`src/rtl/uart_rx_fifo.sv`:
```
// uart_rx_fifo
//   UART receiver with mid-bit sampling and a configurable frame format
//   (DATA_BITS data bits, optional even/odd parity, 1 or 2 stop bits).
//   Every completed frame is written, with its parity and framing error
//   flags, into a first-word-fall-through FIFO that the consumer drains.
//
// Ports
//   clk_in          sole clock, rising edge
//   rst_in          asynchronous active-high reset
//   uart_rxd_in     serial line, idle high, asynchronous to clk_in
//   data_out        head-of-FIFO data, LSB = first bit received (0 when empty)
//   parity_err_out  head entry had a parity mismatch (0 when empty)
//   frame_err_out   head entry had a low stop bit (0 when empty)
//   valid_out       FIFO non-empty, head fields valid
//   ready_in        consumer accepts the head entry
//   count_out       FIFO occupancy
//   overflow_out    sticky: a frame was dropped because the FIFO was full
//   clr_overflow_in one-cycle pulse clearing overflow_out (a same-cycle
//                   overflow wins)
//
// Handshake: the head entry is transferred on every rising edge where
// valid_out && ready_in are both high. valid_out does not depend on ready_in,
// and a frame pushed into an empty FIFO becomes visible one cycle later.
module uart_rx_fifo #(
  parameter int CLK_FREQ   = 100_000_000,
  parameter int BAUD_RATE  = 3_000_000,
  parameter int DATA_BITS  = 8,
  parameter int PARITY     = 0,
  parameter int STOP_BITS  = 1,
  parameter int FIFO_DEPTH = 16
) (
  input  logic                            clk_in,
  input  logic                            rst_in,
  input  logic                            uart_rxd_in,
  output logic [DATA_BITS-1:0]            data_out,
  output logic                            parity_err_out,
  output logic                            frame_err_out,
  output logic                            valid_out,
  input  logic                            ready_in,
  output logic [$clog2(FIFO_DEPTH+1)-1:0] count_out,
  output logic                            overflow_out,
  input  logic                            clr_overflow_in
);

  localparam int CPB  = CLK_FREQ / BAUD_RATE;
  localparam int HALF = CPB / 2;
  localparam int CW   = $clog2(CPB);
  localparam int BW   = $clog2(DATA_BITS + 1);
  localparam int PW   = $clog2(FIFO_DEPTH);
  localparam int NW   = $clog2(FIFO_DEPTH + 1);
  localparam int EW   = DATA_BITS + 2;

  typedef enum logic [2:0] {
    S_IDLE, S_START, S_DATA, S_PARITY, S_STOP, S_RECOVER
  } state_t;

  // Receiver state; state_q is the observable FSM state.
  state_t                 state_q, state_d;
  logic                   sync1_q, rxd_s_q;
  logic [CW-1:0]          cnt_q, cnt_d;
  logic [BW-1:0]          bit_q, bit_d;
  logic [DATA_BITS-1:0]   shift_q, shift_d;
  logic                   perr_q, perr_d;
  logic                   ferr_q, ferr_d;
  logic                   ferr_now;
  logic                   par_x;
  logic                   push;
  logic [EW-1:0]          push_word;

  // FIFO state
  logic [EW-1:0]          mem [FIFO_DEPTH];
  logic [PW-1:0]          wr_ptr_q, wr_ptr_d;
  logic [PW-1:0]          rd_ptr_q, rd_ptr_d;
  logic [NW-1:0]          fcnt_q, fcnt_d;
  logic                   ovf_q, ovf_d;
  logic                   full, pop, push_ok;
  logic [EW-1:0]          head;

  // Two-flop synchronizer, idle-high reset so reset does not look like a start.
  always_ff @(posedge clk_in or posedge rst_in) begin
    if (rst_in) begin
      sync1_q <= 1'b1;
      rxd_s_q <= 1'b1;
    end else begin
      sync1_q <= uart_rxd_in;
      rxd_s_q <= sync1_q;
    end
  end

  always_ff @(posedge clk_in or posedge rst_in) begin
    if (rst_in) begin
      state_q <= S_IDLE;
      cnt_q   <= '0;
      bit_q   <= '0;
      shift_q <= '0;
      perr_q  <= 1'b0;
      ferr_q  <= 1'b0;
    end else begin
      state_q <= state_d;
      cnt_q   <= cnt_d;
      bit_q   <= bit_d;
      shift_q <= shift_d;
      perr_q  <= perr_d;
      ferr_q  <= ferr_d;
    end
  end

  // Framing error of the frame so far, including the stop bit being sampled now.
  assign ferr_now  = ferr_q | ~rxd_s_q;
  assign par_x     = ^{shift_q, rxd_s_q};
  assign push_word = {ferr_now, perr_q, shift_q};

  always_comb begin
    state_d = state_q;
    cnt_d   = cnt_q;
    bit_d   = bit_q;
    shift_d = shift_q;
    perr_d  = perr_q;
    ferr_d  = ferr_q;
    push    = 1'b0;
    case (state_q)
      S_IDLE: begin
        if (!rxd_s_q) begin
          state_d = S_START;
          cnt_d   = '0;
        end
      end
      S_START: begin
        if (cnt_q == CW'(HALF - 1)) begin
          cnt_d = '0;
          if (rxd_s_q) begin
            state_d = S_IDLE;       // line went back high: glitch
          end else begin
            state_d = S_DATA;
            bit_d   = '0;
            perr_d  = 1'b0;
            ferr_d  = 1'b0;
          end
        end else begin
          cnt_d = cnt_q + CW'(1);
        end
      end
      S_DATA: begin
        if (cnt_q == CW'(CPB - 1)) begin
          cnt_d   = '0;
          shift_d = {rxd_s_q, shift_q[DATA_BITS-1:1]};
          if (bit_q == BW'(DATA_BITS - 1)) begin
            bit_d   = '0;
            state_d = (PARITY != 0) ? S_PARITY : S_STOP;
          end else begin
            bit_d = bit_q + BW'(1);
          end
        end else begin
          cnt_d = cnt_q + CW'(1);
        end
      end
      S_PARITY: begin
        if (cnt_q == CW'(CPB - 1)) begin
          cnt_d   = '0;
          perr_d  = (PARITY == 2) ? ~par_x : par_x;
          state_d = S_STOP;
        end else begin
          cnt_d = cnt_q + CW'(1);
        end
      end
      S_STOP: begin
        if (cnt_q == CW'(CPB - 1)) begin
          cnt_d  = '0;
          ferr_d = ferr_now;
          if (bit_q == BW'(STOP_BITS - 1)) begin
            bit_d   = '0;
            push    = 1'b1;
            // A low stop bit may be a break; wait for idle before re-arming.
            state_d = ferr_now ? S_RECOVER : S_IDLE;
          end else begin
            bit_d = bit_q + BW'(1);
          end
        end else begin
          cnt_d = cnt_q + CW'(1);
        end
      end
      S_RECOVER: begin
        if (rxd_s_q) state_d = S_IDLE;
      end
      default: state_d = S_IDLE;
    endcase
  end

  // FIFO: separate occupancy counter; a full FIFO still accepts a push when
  // the same edge pops.
  assign full      = (fcnt_q == NW'(FIFO_DEPTH));
  assign valid_out = (fcnt_q != '0);
  assign pop       = valid_out & ready_in;
  assign push_ok   = push & (~full | pop);

  always_comb begin
    wr_ptr_d = wr_ptr_q;
    rd_ptr_d = rd_ptr_q;
    fcnt_d   = fcnt_q;
    ovf_d    = ovf_q;
    if (push_ok) wr_ptr_d = wr_ptr_q + PW'(1);
    if (pop)     rd_ptr_d = rd_ptr_q + PW'(1);
    if (push_ok && !pop)      fcnt_d = fcnt_q + NW'(1);
    else if (!push_ok && pop) fcnt_d = fcnt_q - NW'(1);
    if (clr_overflow_in)      ovf_d = 1'b0;
    if (push && !push_ok)     ovf_d = 1'b1;
  end

  always_ff @(posedge clk_in or posedge rst_in) begin
    if (rst_in) begin
      wr_ptr_q <= '0;
      rd_ptr_q <= '0;
      fcnt_q   <= '0;
      ovf_q    <= 1'b0;
    end else begin
      wr_ptr_q <= wr_ptr_d;
      rd_ptr_q <= rd_ptr_d;
      fcnt_q   <= fcnt_d;
      ovf_q    <= ovf_d;
    end
  end

  // Storage needs no reset: outputs are masked while the FIFO is empty.
  always_ff @(posedge clk_in) begin
    if (push_ok) mem[wr_ptr_q] <= push_word;
  end

  assign head           = valid_out ? mem[rd_ptr_q] : '0;
  assign data_out       = head[DATA_BITS-1:0];
  assign parity_err_out = head[DATA_BITS];
  assign frame_err_out  = head[DATA_BITS+1];
  assign count_out      = fcnt_q;
  assign overflow_out   = ovf_q;

endmodule
```
`config.mk`:
```
export PLATFORM = sky130hd
export DESIGN_NAME = uart_rx_fifo
export DESIGN_NICKNAME = d
export VERILOG_FILES = /design/src/rtl/uart_rx_fifo.sv
export SDC_FILE = /design/constraint.sdc
export NUM_CORES = 1
export LEC_CHECK = 0
export BUFFER_PORTS_ARGS = -buffer_cell sky130_fd_sc_hd__buf_2
export CAP_MARGIN = 15
export CORE_MARGIN = 2
export CORE_UTILIZATION = 40
export CTS_BUF_LIST = sky130_fd_sc_hd__clkbuf_16
export CTS_CLUSTER_DIAMETER = 80
export CTS_CLUSTER_SIZE = 12
export DETAILED_ROUTE_END_ITERATION = 6
export SLEW_MARGIN = 20
export SYNTH_ARGS = -nofsm -noshare
export SYNTH_HDL_FRONTEND = slang
export SYNTH_SLANG_ARGS = --single-unit
```
`constraint.sdc`:
```
create_clock -name clk_in -period 3.85 [get_ports clk_in]
set_input_delay 0.1925 -clock clk_in [delete_from_list [all_inputs] [get_ports clk_in]]
set_output_delay 0.1925 -clock clk_in [all_outputs]
set_load 0.02 [all_outputs]
```
# Word level (Yosys, flattened, before mapping)
# Memories as Yosys holds them, arrays and structs flattened.
# Cells that the tools add are included.
[classes]
n_addsub = 6
n_eq_ne = 18
n_mux = 38
bitwise = 6
reduce_logical = 22
[ops]
columns = ["op", "n"]
rows = [
  ["$mux W3", 9],
  ["$mux W4", 6],
  ["$mux W6", 3],
  ["$ne A2 B2 Y1 const B", 9],
  ["$pmux W3 S6", 1],
  ["$pmux W6 S3", 1],
  ["$add A4 B1 Y4 const B", 3],
  ["$pmux W4 S3", 1],
  ["$mux W1", 11],
  ["$mux W10", 1],
  ["$mux W5", 2],
  ["$reduce_xor A9 Y1", 1],
  ["$reduce_and A4 Y1", 2],
  ["$reduce_and A8 Y1", 1],
  ["$reduce_bool A2 Y1", 4],
  ["$add A6 B1 Y6 const B", 1],
  ["$eq A3 B2 Y1 const B", 2],
  ["$eq A3 B3 Y1 const B", 2],
  ["$eq A6 B4 Y1 const B", 1],
  ["$eq A6 B6 Y1 const B", 1],
  ["$reduce_bool A3 Y1", 2],
  ["$add A5 B1 Y5 const B", 1],
  ["$eq A5 B5 Y1 const B", 1],
  ["$reduce_and A5 Y1", 1],
  ["other kinds (15)", 23],
]
[word_totals]
reg_bits = 39
ramBits = 160
input_bits = 5
output_inout_bits = 17
elab_cells = 103
n_memories = 1
[memory_table]
columns = ["memory", "words", "width", "read_ports", "rd_ports_with_merged_regs", "wr", "line", "rtl"]
rows = [
  ["mem", 16, 10, 1, 0, 1, "71", "logic [EW-1:0] mem [FIFO_DEPTH];"],
]

# Depth between registers and ports, before layout
[logic_depth]
ltp_word = 9
ltp_mapped = 13
mapped_depth_nobuf = 13

# Least setup slack after synthesis
# OpenSTA, ideal clock, no wires.
[synth_path]
path_kind = "register to register"
start = "reg bit_q[0]"
end = "reg fcnt_q[4], in the netlist count_out[4]"
setup_ns = 0.080
t_arrival_ns = 3.024
required_time_ns = 3.770
path_slack_ns = 0.747
path_stages_with_launch = 14
n_path_buf = 1
period_less_slack_ns = 3.103
cell_sequence = "dfrtp_1 > inv_1 > ha_1 > or3b_1 > buf_2 > nor4_4 > ha_1 > inv_1 > ha_1 > nor2b_1 > o21a_1 > or3_1 > a21oi_1 > xor2_1"
[synth_between]
elab_chain_cells = 8
word_cells_on_any_way = 10
cone_classes = "mux: 4; bitwise: 1; reduce/logical: 5"
[synth_lines]
columns = ["element", "line", "rtl"]
rows = [
  ["from (decl)", "61", "logic [BW-1:0] bit_q, bit_d;"],
  ["from (signal assigned)", "101", "bit_q <= bit_d;"],
  ["$logic_not A4 Y1 *", "170", "if (bit_q == BW'(STOP_BITS - 1)) begin"],
  ["$mux W1 *", "170", ""],
  ["$mux W1 *", "167", "if (cnt_q == CW'(CPB - 1)) begin"],
  ["$mux W1 *", "121", "case (state_q)"],
  ["$and A1 B1 Y1 *", "194", "assign push_ok = push & (~full | pop);"],
  ["net push_ok", "76", "logic full, pop, push_ok;"],
  ["$logic_not A1 Y1", "204", "else if (!push_ok && pop) fcnt_d = fcnt_q - NW'(1);"],
  ["$logic_and A1 B1 Y1", "204", ""],
  ["$reduce_bool A2 Y1 (no source line)", "-", ""],
  ["to (signal assigned)", "218", "fcnt_q <= fcnt_d;"],
  ["to (decl)", "74", "logic [NW-1:0] fcnt_q, fcnt_d;"],
]
# The timed path passes the listed nets; every way through them passes the cells marked *.
# A chain may end at the register's enable or synchronous reset.

# Final worst setup path
# Same ends and word-level chain as after synthesis.

==> flow_summary.yaml <==
synthesis:
  syn_area_sq_mm: 0.008399
  synth_edf_count: 160
  yosysWarnings: 0
  ys_seq_area_frac: 0.6885
  syn_area_per_cell_sq_um: 17.95
  synth_ff_type: "edfxtp_1"
  syn_nets: 487
  synth.distinct_cells: 51
  async_flop_share: 0.1960
  syn_inst: 468
  ys_ff_latch: 199
routing:
  routedWlPerCell_microns: 20.33
  vias_per_cell: 5.284
  drt_iter0_drc: 416
  first_pass_iters: 4
  vias: 4169
  wl_microns: 16040
  drc: 0
  postRouteAntennaNets: 0
sta:
  tightest_slew_ps: 868.0
  final_max_slew_viol_count: 0
  setup_ws_ps: 626.6
  max_freq_mhz: 310.2
  period_minus_slack_ps: 3223
  setup_violations: 0
  rsz0062_at_grt: "false"
  finalHoldViolations: 0
  post-route-period-util: 0.8372
  finalClockSkew_ps: 9.990
  slew_headroom: 0.4213
  fin_setup_tns_ps: 0
clocking:
  cts_resized: 0
  clk_latency_ps: 430
  cts_tree: "done"
  h-tree-depth: 4
  post-cts-setup-buffers: 0
  path_clk_slew_ps: 70
  cts.sinks: 199
  holdBufCountCts: 3
  cts_made_buffers: 17
  clock_path_buffers: 2
  cts-root-buf: "clkbuf_16"
global_route:
  grt_pass1_wl_microns: 25390
  grt_pass1_vias: 4301
  grt-ovfl-total: 0
  grt_usage: 0.1559
  grt_start_max_net_pins: 40
  antenna_found_initial: 0
finish:
  fillers: 1769
  area_growth_pct: 12.80
  most-common-layout-cells: "160 x edfxtp_1, 50 x mux4_2, 35 x dfrtp_1"
  drive_gt1_frac: 0.2724
  final_common_cell: "edfxtp_1"
  final_area_sq_mm: 0.009474
  final_nets: 520
  n_antenna_cell: 0
critical_path:
  endpoint_kind: "flop"
  r2r-end: "count_out[4]"
  critical_path_class: "flop to flop"
  crit_arrival_ps: 3580
  crit_required_ps: 4210
  ff2ff_path_depth: 13
  rrSetupSlack_ps: 630
  cp-start-kind: "flop"
  worstPathMaxFanout: 10
  r2r_start: "bit_q[0]"
place:
  port_buffers: 21
  hpwl_microns: 10450
  pre_cts_ws_ps: 639.9
  place.gp.congestion: 0.7961
  dpl_cell_area_sq_mm: 0.008852
floorplan:
  core_sq_mm: 0.02082
  rows: 53
  initial_core_util: 0.4034
  fp.dieArea_sq_mm: 0.02217
  die_x_microns: 148.9
  ios: 22
  fp.dieH_microns: 148.9
min_path:
  min_path_cells: 4
  min_from: "ready_in"
  hold_end: "overflow_out"
  min_path_type: "primary input to flop"
flow_run:
  cap_violations: 0
run_status:
  status: "complete, no violations"
power_and_ir_drop:
  ir_drop_v: 0.0002559
  pwr_density_cell_mw_per_mm2: 561.7
  p_leak_nw: 3.552
-- critical path: stages, from the launching register on --
cell and delay (ps):
dfrtp_1 420, inv_1 70, ha_1 120, or3b_1 450, nor4_4 280, buf_4 210
ha_1 230, inv_1 100, ha_1 320, nor2b_1 150, o21a_1 170, or3_1 300
a21oi_1 180, xor2_1 150
-- routing by layer --
layer  vias to the layer above  GRT usage  share of wire
li1                       1879          -              -
met1                      2207     0.2058           0.44
met2                        67     0.2641           0.52
met3                        16    0.03394          0.027
met4                         0    0.04000          0.010
met5                         -          0              0
-- metrics by stage --
step | cells | util | hold WS, ps | power (mW)
5_1_grt | 789 | 0.4550 | 111.2 | 5.562
3_5_place_dp | 754 | 0.4251 | 306.7 | 3.611
4_1_cts | 789 | 0.4550 | 98.64 | 5.387
2_1_floorplan | 468 | - | 197.0 | 3.331
3_3_place_gp | 754 | 0.4251 | 297.2 | 3.587
6_report | 789 | 0.4550 | 104.2 | 5.322
-- cell usage after synthesis, types with 3 or more instances --
master,instances,share of area
a21o_1,6,0.0054
a21oi_1,4,0.0024
dfrtp_1,37,0.11
nand2b_1,4,0.0030
o21a_1,4,0.0036
o21ai_0,19,0.011
buf_2,6,0.0036
edfxtp_1,160,0.57
mux4_2,50,0.13
clkbuf_1,11,0.0049
xnor2_1,12,0.013
nor3_1,3,0.0018
inv_1,19,0.0085
and2_1,13,0.0097
ha_1,13,0.019
nor2b_1,14,0.010
xor2_1,6,0.0063
nand3_1,5,0.0030
nand4_1,3,0.0022
nand2_1,18,0.0080
nor3b_1,6,0.0054
nor2_1,10,0.0045
mux2_2,9,0.012
-- sequential cells by signal, summed over array words and instances (netlist names), 3 cells and up --
name / count
count_out: 5
rd_ptr_q: 4
wr_ptr_q: 4
state_q: 3
shift_q: 8
cnt_q: 6
mem: 160
bit_q: 4
-- worst max path at each step --
stage | cells after the start | slack, ps | endpoint | from
finish | 13 | 630 | count_out[4] | bit_q[0]
global route | 13 | 380 | count_out[4] | bit_q[0]
CTS | 13 | 630 | count_out[4] | bit_q[0]
detailed placement | 13 | 640 | count_out[4] | bit_q[0]
global placement | 13 | 710 | count_out[4] | bit_q[0]
floorplan | 13 | 750 | count_out[4] | bit_q[0]
-- layout make-up --
type,instances,area (sq um),share of cell area
multi-input cells,230,2459,0.2595
well taps,275,344.1,0.03632
clock buffers,17,425.4,0.04490
repair buffers,34,222.7,0.02351
clock inverters,15,166.4,0.01756
flip-flops and latches,199,5786,0.6107
inverters,19,71.32,0.007528
-- kinds of logic (layout without fill, tap and decap cells) --
group           count (synthesis)  in the layout  share of synthesized area
buf+inv                        39             85                    0.01877
simple gates                   95             95                    0.07210
compound gates                 43             43                    0.03277
mux                            60             60                     0.1473
fa+ha+maj                      14             14                    0.02175
flops                         199            199                     0.6885
xor+xnor                       18             18                    0.01877
-- where the power goes --
group	switching, mW	internal, mW
Combinational	0.449	0.487
Sequential	0.238	2.37
Clock	0.806	0.973
Total	1.49	3.83
Note: power is estimated with default switching activity, not from simulation.
